<file path="src/rtl/uart_tx_frame.sv">
// uart_tx_frame: parametrised UART transmitter.
// Frame: start bit, DATA_BITS data bits LSB first, optional odd/even parity,
// STOP_BITS stop bits, then GUARD_CYCLES idle-high cycles before the next frame.
// Build option: define UART_TX_FIFO_EN to put a FIFO_DEPTH-entry FIFO in front
// of the FSM; without it the block holds a single word at a time.
//
// Handshake: a word is transferred on every rising edge where tx_start and
// tx_ready are both high; in_data_byte is sampled only on that edge. tx_ready
// never depends on tx_start, and a tx_start while tx_ready is low is dropped.
//
// All serial outputs (tx_out, tx_busy, tx_done) are registered decodes of the
// FSM state, so they trail the state register by one cycle. dbg_state exposes
// the current FSM state.
module uart_tx_frame #(
  parameter int CLOCKS_PER_BIT = 5208,
  parameter int DATA_BITS      = 8,
  parameter int PARITY         = 0,
  parameter int STOP_BITS      = 1,
  parameter int GUARD_CYCLES   = 2,
  parameter int FIFO_DEPTH     = 4
) (
  input  logic                 clk,
  input  logic                 rst,
  input  logic                 tx_start,
  input  logic [DATA_BITS-1:0] in_data_byte,
  output logic                 tx_ready,
  output logic                 tx_out,
  output logic                 tx_busy,
  output logic                 tx_done,
  output logic [2:0]           dbg_state
);

  localparam int CW = $clog2(CLOCKS_PER_BIT);
  localparam int SW = $clog2(2 * CLOCKS_PER_BIT);
  localparam int IW = $clog2(DATA_BITS);
  localparam int GW = (GUARD_CYCLES > 1) ? $clog2(GUARD_CYCLES) : 1;

  localparam logic [CW-1:0] BIT_LAST   = CW'(CLOCKS_PER_BIT - 1);
  localparam logic [SW-1:0] STOP_LAST  = SW'(STOP_BITS * CLOCKS_PER_BIT - 1);
  localparam logic [IW-1:0] IDX_LAST   = IW'(DATA_BITS - 1);
  localparam logic [GW-1:0] GUARD_LAST = GW'(GUARD_CYCLES - 1);

  // Reject illegal configurations at elaboration time.
  if (CLOCKS_PER_BIT < 2) begin : g_bad_cpb
    $error("uart_tx_frame: CLOCKS_PER_BIT must be >= 2");
  end
  if (DATA_BITS < 5 || DATA_BITS > 9) begin : g_bad_data_bits
    $error("uart_tx_frame: DATA_BITS must be 5..9");
  end
  if (PARITY < 0 || PARITY > 2) begin : g_bad_parity
    $error("uart_tx_frame: PARITY must be 0, 1 or 2");
  end
  if (STOP_BITS < 1 || STOP_BITS > 2) begin : g_bad_stop_bits
    $error("uart_tx_frame: STOP_BITS must be 1 or 2");
  end
  if (GUARD_CYCLES < 1) begin : g_bad_guard
    $error("uart_tx_frame: GUARD_CYCLES must be >= 1");
  end

  typedef enum logic [2:0] {
    S_IDLE  = 3'd0,
    S_START = 3'd1,
    S_DATA  = 3'd2,
    S_PAR   = 3'd3,
    S_STOP  = 3'd4,
    S_GUARD = 3'd5
  } state_t;

  state_t state, state_next;

  logic [CW-1:0]        clk_cnt;
  logic [SW-1:0]        stop_cnt;
  logic [IW-1:0]        bit_idx;
  logic [GW-1:0]        guard_cnt;
  logic [DATA_BITS-1:0] shreg;
  logic                 par_bit;
  logic                 line_bit;

  logic                 word_avail;
  logic [DATA_BITS-1:0] word_in;

  logic bit_end, last_bit, stop_end, guard_end;

  assign bit_end   = (clk_cnt == BIT_LAST);
  assign last_bit  = (bit_idx == IDX_LAST);
  assign stop_end  = (stop_cnt == STOP_LAST);
  assign guard_end = (guard_cnt == GUARD_LAST);
  assign dbg_state = state;

`ifdef UART_TX_FIFO_EN
  localparam int AW = $clog2(FIFO_DEPTH);

  if (FIFO_DEPTH < 2 || (FIFO_DEPTH & (FIFO_DEPTH - 1)) != 0) begin : g_bad_fifo_depth
    $error("uart_tx_frame: FIFO_DEPTH must be a power of two >= 2");
  end

  logic [DATA_BITS-1:0] fifo_mem [FIFO_DEPTH];
  logic [AW:0]          wr_ptr, rd_ptr;
  logic                 fifo_full, fifo_empty, push, pop;

  assign fifo_empty = (wr_ptr == rd_ptr);
  assign fifo_full  = (wr_ptr[AW] != rd_ptr[AW]) && (wr_ptr[AW-1:0] == rd_ptr[AW-1:0]);
  assign tx_ready   = !fifo_full;
  assign push       = tx_start && tx_ready;
  assign word_avail = !fifo_empty;
  // The FSM loads the head word on the same edge that pops it.
  assign pop        = (state == S_IDLE) && word_avail;
  assign word_in    = fifo_mem[rd_ptr[AW-1:0]];

  // FIFO pointers; reset empties the queue.
  always_ff @(posedge clk) begin
    if (rst) begin
      wr_ptr <= '0;
      rd_ptr <= '0;
    end else begin
      if (push) wr_ptr <= wr_ptr + 1'b1;
      if (pop)  rd_ptr <= rd_ptr + 1'b1;
    end
  end

  // FIFO storage write port.
  always_ff @(posedge clk) begin
    if (push) fifo_mem[wr_ptr[AW-1:0]] <= in_data_byte;
  end
`else
  // FIFO_DEPTH has no effect without the FIFO.
  if (FIFO_DEPTH < 0) begin : g_fifo_depth_unused
  end

  // Ready only while idle and not on the tx_done cycle (tx_busy still high).
  assign tx_ready   = (state == S_IDLE) && !tx_busy;
  assign word_avail = tx_start && tx_ready;
  assign word_in    = in_data_byte;
`endif

  // FSM state register.
  always_ff @(posedge clk) begin
    if (rst) state <= S_IDLE;
    else     state <= state_next;
  end

  // FSM next-state logic.
  always_comb begin
    state_next = state;
    case (state)
      S_IDLE:  if (word_avail) state_next = S_START;
      S_START: if (bit_end) state_next = S_DATA;
      S_DATA:  if (bit_end && last_bit) state_next = (PARITY != 0) ? S_PAR : S_STOP;
      S_PAR:   if (bit_end) state_next = S_STOP;
      S_STOP:  if (stop_end) state_next = S_GUARD;
      S_GUARD: if (guard_end) state_next = S_IDLE;
      default: state_next = S_IDLE;
    endcase
  end

  // Bit timing counters, shift register and parity capture.
  always_ff @(posedge clk) begin
    if (rst) begin
      clk_cnt   <= '0;
      stop_cnt  <= '0;
      bit_idx   <= '0;
      guard_cnt <= '0;
      shreg     <= '0;
      par_bit   <= 1'b0;
    end else begin
      case (state)
        S_IDLE: begin
          clk_cnt   <= '0;
          stop_cnt  <= '0;
          bit_idx   <= '0;
          guard_cnt <= '0;
          if (word_avail) begin
            shreg   <= word_in;
            // Even parity is the XOR of the data; odd parity is its inverse.
            par_bit <= (^word_in) ^ (PARITY == 1);
          end
        end
        S_START, S_PAR: begin
          clk_cnt <= bit_end ? '0 : clk_cnt + 1'b1;
        end
        S_DATA: begin
          clk_cnt <= bit_end ? '0 : clk_cnt + 1'b1;
          if (bit_end) begin
            shreg   <= shreg >> 1;
            bit_idx <= last_bit ? '0 : bit_idx + 1'b1;
          end
        end
        S_STOP: begin
          stop_cnt <= stop_end ? '0 : stop_cnt + 1'b1;
        end
        S_GUARD: begin
          guard_cnt <= guard_end ? '0 : guard_cnt + 1'b1;
        end
        default: begin
          clk_cnt <= '0;
        end
      endcase
    end
  end

  // Line level implied by the current state.
  always_comb begin
    line_bit = 1'b1;
    case (state)
      S_START: line_bit = 1'b0;
      S_DATA:  line_bit = shreg[0];
      S_PAR:   line_bit = par_bit;
      default: line_bit = 1'b1;
    endcase
  end

  // Registered serial outputs; reset forces the line idle and drops any frame.
  always_ff @(posedge clk) begin
    if (rst) begin
      tx_out  <= 1'b1;
      tx_busy <= 1'b0;
      tx_done <= 1'b0;
    end else begin
      tx_out  <= line_bit;
      tx_busy <= (state != S_IDLE);
      tx_done <= (state == S_GUARD) && guard_end;
    end
  end

endmodule

</file>
<file path="config.mk">
export PLATFORM = sky130hd
export DESIGN_NAME = uart_tx_frame
export DESIGN_NICKNAME = d
export VERILOG_FILES = /design/src/rtl/uart_tx_frame.sv
export SDC_FILE = /design/constraint.sdc
export NUM_CORES = 1
export LEC_CHECK = 0
export BUFFER_PORTS_ARGS = -buffer_cell sky130_fd_sc_hd__buf_2
export CAP_MARGIN = 20
export CORE_MARGIN = 4
export CORE_UTILIZATION = 58
export CTS_BUF_LIST = sky130_fd_sc_hd__clkbuf_8
export CTS_CLUSTER_SIZE = 10
export DETAILED_ROUTE_END_ITERATION = 8
export GPL_TIMING_DRIVEN = 0
export HOLD_SLACK_MARGIN = 0.1
export PLACE_DENSITY = 0.87
export SLEW_MARGIN = 20
export SYNTH_ARGS = -nofsm -noshare
export SYNTH_HDL_FRONTEND = slang
export SYNTH_SLANG_ARGS = --single-unit
export TNS_END_PERCENT = 5
</file>
<file path="constraint.sdc">
create_clock -name clk -period 2 [get_ports clk]
set_input_delay 0.3 -clock clk [delete_from_list [all_inputs] [get_ports clk]]
set_output_delay 0.3 -clock clk [all_outputs]
set_load 0.1 [all_outputs]
</file>
Yosys cells after proc, flatten, opt, wreduce, memory -nomap -nowiden
Index checks and enable logic that the tools add are counted.

operators by class
  reductions and logical operators = 17
  multiplexer cells = 20
  equal/unequal tests = 15
  $add $sub $neg = 4

operators by type and width
  cell                                                   count
  one-hot mux 14 bit (2 select lines)                    1
  one-hot mux 13 bit (2 select lines)                    1
  2-to-1 mux 3 bit                                       8
  one-hot mux 3 bit (6 select lines)                     1
  2-to-1 mux 8 bit                                       2
  one-hot mux 8 bit (2 select lines)                     1
  adder 14 x 1 -> 14 bit, second input constant          1
  equality test 14 x 13 -> 1 bit, second input constant  1
  2-to-1 mux 14 bit                                      1
  inequality test 2 bit, second input constant           7
  adder 13 x 1 -> 13 bit, second input constant          1
  equality test 13 bit, second input constant            1
  2-to-1 mux 13 bit                                      1
  equality test 3 bit, second input constant             3
  parity 8 bit                                           1
  equality test 3 x 2 -> 1 bit, second input constant    2
  one-hot mux 3 bit (2 select lines)                     1
  AND reduction 6 bit                                    1
  nonzero test 2 bit                                     3
  logical AND 1 bit                                      4
  AND reduction 2 bit                                    2
  adder 3 x 1 -> 3 bit, second input constant            1
  equality test 3 x 1 -> 1 bit, second input constant    1
  zero test 3 bit                                        1
  9 further kinds                                        9

storage, ports and cells
  output and inout bits = 7
  logic and storage cells = 66
  bits in registers = 46
  input port bits = 11

Logic depth before layout (Yosys ltp)
  depth in word-level cells = 5
  gate-level depth with buffers = 6
  gate-level depth less buffers = 6

Least setup slack after synthesis
Ideal clock, no wire load.

  path type = register to register
  start point = register state[0], in the netlist dbg_state[0]
  end point = register shreg[0]
  required time = 1.909 ns
  setup time = 0.091 ns
  slack = -1.886 ns
  stages on the path, launching flop included = 6
  clock period less this slack = 3.886 ns
  arrival = 3.795 ns
  buffers on the path = 2
  path through = dfxtp_1 buf_2 nor4_2 nand2_1 buf_2 a311oi_1

between the ends
  word-level cells in the longest chain between the ends = 5
  elaborated cells between the ends (all ways) = 9
  classes of those cells = eq/ne: 3; mux: 1; reduce/logical: 5

ends and longest elaborated chain
  item                                    line  text
  start: declaration                      69    state_t state, state_next;
  start signal: assignment                139   else state <= state_next;
  zero test 3 bit                         131   assign tx_ready = (state == S_IDLE) && !tx_busy;
  logical AND 1 bit                       131
  via tx_ready                            26    output logic tx_ready,
  logical AND 1 bit                       132   assign word_avail = tx_start && tx_ready;
  inequality test 2 bit (no source line)  n/a
  AND reduction 3 bit (no source line)    n/a
  end signal: assignment                  173   shreg <= word_in;
  end signal: assignment                  184   shreg <= shreg >> 1;
  end: declaration                        75    logic [DATA_BITS-1:0] shreg;

The timed path passes the listed nets, and every way through them passes these cells.
A chain may end at the register's enable or synchronous reset.

Worst setup path in the final report
  start point = register clk_cnt[1]
  end point = register shreg[6]

between the ends
  word-level cells in the longest chain between the ends = 3

ends and longest elaborated chain
  item                                    line  text
  start: declaration                      71    logic [CW-1:0] clk_cnt;
  start signal: assignment                179   clk_cnt <= bit_end ? '0 : clk_cnt + 1'b1;
  start signal: assignment                182   clk_cnt <= bit_end ? '0 : clk_cnt + 1'b1;
  equality test 13 bit                    84    assign bit_end = (clk_cnt == BIT_LAST);
  inequality test 2 bit (no source line)  n/a
  AND reduction 3 bit (no source line)    n/a

No other way between the ends.

==> impl_metrics.json <==
{
  "core-area_mm2": 0.00414,
  "worstSkewPairLatency_ps": 310,
  "track_usage": 0.238,
  "cp_max_fo": 10,
  "numPortBuffers": 16,
  "drc": 0,
  "post_route_cells_drive_above_1_share": 0.171,
  "cts_resized": 0,
  "power.leakage_nw": 0.982,
  "yosysTopAreaCell": "dfxtp_1",
  "setup_violations": 0,
  "cts_tree": "built",
  "status": "complete, no violations",
  "viasPerCell": 6.61,
  "wl_um": 6220,
  "grt_overflow_total": 0,
  "hold_path.class": "primary input to flop",
  "ys.flop_type": "dfxtp_1",
  "cts_max_level": 2,
  "synth_area_mm2": 0.00256,
  "wire_per_inst_um": 16.8,
  "pin_count": 18,
  "vdd_drop_max_mv": 0.953,
  "grt_pass1_wl_um": 10600,
  "num_vias": 2453,
  "synth_area_leaders": "dfxtp_1, xnor2_1, nand2_1, nand4_1, nand3_1",
  "grt_max_degree": 15,
  "finalHoldViolations": 0,
  "yosysTopAreaCellShare": 0.360,
  "synth-edff-count": 0,
  "min_period_ps": 1870,
  "dr.pass1.iters": 5,
  "cts_buffers": 5,
  "syn_nets": 312,
  "skew_ps": 15.8,
  "first_global_vias": 2304,
  "async_reset_ff_frac": 0,
  "globalplace.congestion": 0.855,
  "nFillCells": 331,
  "cellPowerDensity_mw_per_mm2": 1160,
  "rsz0062_at_grt": "true",
  "ys_ff_latch": 46,
  "drtIter0Drc": 261,
  "antenna_found_initial": 0,
  "yosys_warnings": 0,
  "worstSetupEndpointType": "flop",
  "worstHoldStart": "in_data_byte[7]",
  "initial_core_util": 0.618,
  "syn_avg_cell_area_um2": 8.62,
  "post-route-cell-area_mm2": 0.00291,
  "clk_pin_slew_ps": 100,
  "maxCapViolations": 0,
  "slew_violations": 0,
  "r2r-start": "clk_cnt[1]$_SDFFE_PP0N_",
  "final_common_cell": "dfxtp_1",
  "critical_path_class": "flop to flop",
  "root_buffer": "clkbuf_8",
  "nets": 335,
  "areaGrowthSynthToFinish_pct": 13.8,
  "die_w_um": 74.5,
  "ctsHoldBuffers": 0,
  "cts_sinks": 46,
  "total_power_mw": 3.38,
  "die_h_um": 74.5,
  "dp_hpwl_um": 4310,
  "post_dp_cell_area_mm2": 0.00275,
  "syn_inst": 297,
  "ant_nets": 0,
  "final_util": 0.703,
  "relSlewSlack": 0.589,
  "num_rows": 23,
  "critPathLaunch": "clk_cnt[1]$_SDFFE_PP0N_",
  "tightest_slew_ps": 615,
  "cts_setup_buffers": 0,
  "yosysSeqAreaShare": 0.360,
  "arrival_ps": 2040,
  "cp.required_ps": 2170,
  "fmax_ghz": 0.536,
  "fp.dieArea_mm2": 0.00554,
  "clockBufferDepth": 2,
  "finalCritPeriodShare": 0.934,
  "synth_cell_type_count": 58,
  "diodes": 0,
  "critPathLaunchType": "flop",
  "final_cell_mix": "dfxtp_1, nand2_1, buf_2"
}
## sequential cells by signal, summed over array words and instances (netlist names)
| register | cells |
|---|---|
| bit_idx | 3 |
| clk_cnt | 13 |
| dbg_state | 3 |
| guard_cnt | 1 |
| par_bit | 1 |
| shreg | 8 |
| stop_cnt | 14 |
| tx_busy | 1 |
| tx_done | 1 |
| tx_out | 1 |
## area by class of cell
| type | instances | area (um^2) | share of cell area |
|---|---|---|---|
| Sequential cell | 46 | 936 | 0.321 |
| Clock inverter | 3 | 41.3 | 0.0142 |
| Timing Repair Buffer | 16 | 80.1 | 0.0275 |
| Inverter | 15 | 56.3 | 0.0193 |
| Tap cell | 50 | 62.6 | 0.0215 |
| Buffer | 20 | 100 | 0.0343 |
| Multi-Input combinational cell | 216 | 1570 | 0.538 |
| Clock buffer | 5 | 68.8 | 0.0236 |
## critical path, cell delays in order, from the launching register on
cell	delay, ps
dfxtp_1	390
ha_1	240
and4_2	320
nand4_2	210
buf_4	250
a221oi_2	240
a311oi_1	70
## layer usage
layer | share of wire | GRT usage | up-vias | routed length (um)
li1 | - | - | 1178 | -
met1 | 0.45 | 0.314 | 1176 | 2790
met2 | 0.49 | 0.399 | 80 | 3040
met3 | 0.043 | 0.0459 | 19 | 270
met4 | 0.019 | 0.0632 | 0 | 118
met5 | 0 | 0 | - | 0
## metrics by stage
| stage | worst slack [ps] | instances | hold slack, ps | setup TNS, ps |
|---|---|---|---|---|
| global route | -1.17 | 371 | 385 | -1.17 |
| detailed placement | 14.3 | 363 | 475 | 0 |
| global placement | 43.7 | 363 | 460 | 0 |
| finish | 133 | 371 | 379 | 0 |
| floorplan | -431 | 297 | 446 | -3860 |
| CTS | 2.54 | 371 | 376 | 0 |
## cells in the mapped netlist (all sizes together) (4+ instances only)
library cell  number
dfxtp             46
nand2             22
inv               15
nand3             15
nand4             15
a21oi             13
clkbuf            13
nor3              13
xnor2             12
nor2              11
a31oi             10
nor2b              8
a221oi             7
a311oi             7
buf                7
o21ai              7
and4               6
nor3b              5
xor2               5
a41oi              4
and2b              4
ha                 4
o31ai              4
## power breakdown
part | switching, mW | internal (mW)
Sequential | 0.101 | 1.05
Clock | 0.334 | 0.368
Combinational | 1.08 | 0.437
Total | 1.52 | 1.86
## path summary, 6_finish.rpt
check        slack (ps)                         to  depth (start not counted)
max                 130      shreg[6]$_SDFFE_PP0P_                          6
min                 380      shreg[7]$_SDFFE_PP0P_                          3
max reg2reg         130      shreg[6]$_SDFFE_PP0P_                          6
min reg2reg         490  stop_cnt[13]$_SDFFE_PP0P_                          2
## logic make-up after synthesis
family | share of synthesized area
AOI/OAI and AO/OA | 0.206
muxes | 0.00782
and+or+nand+nor | 0.294
xor gates and xnor gates | 0.0581
buffers and inverters | 0.0547
DFF | 0.360
adders and majority gates | 0.0195
Note: power is estimated with default switching activity, not from simulation.
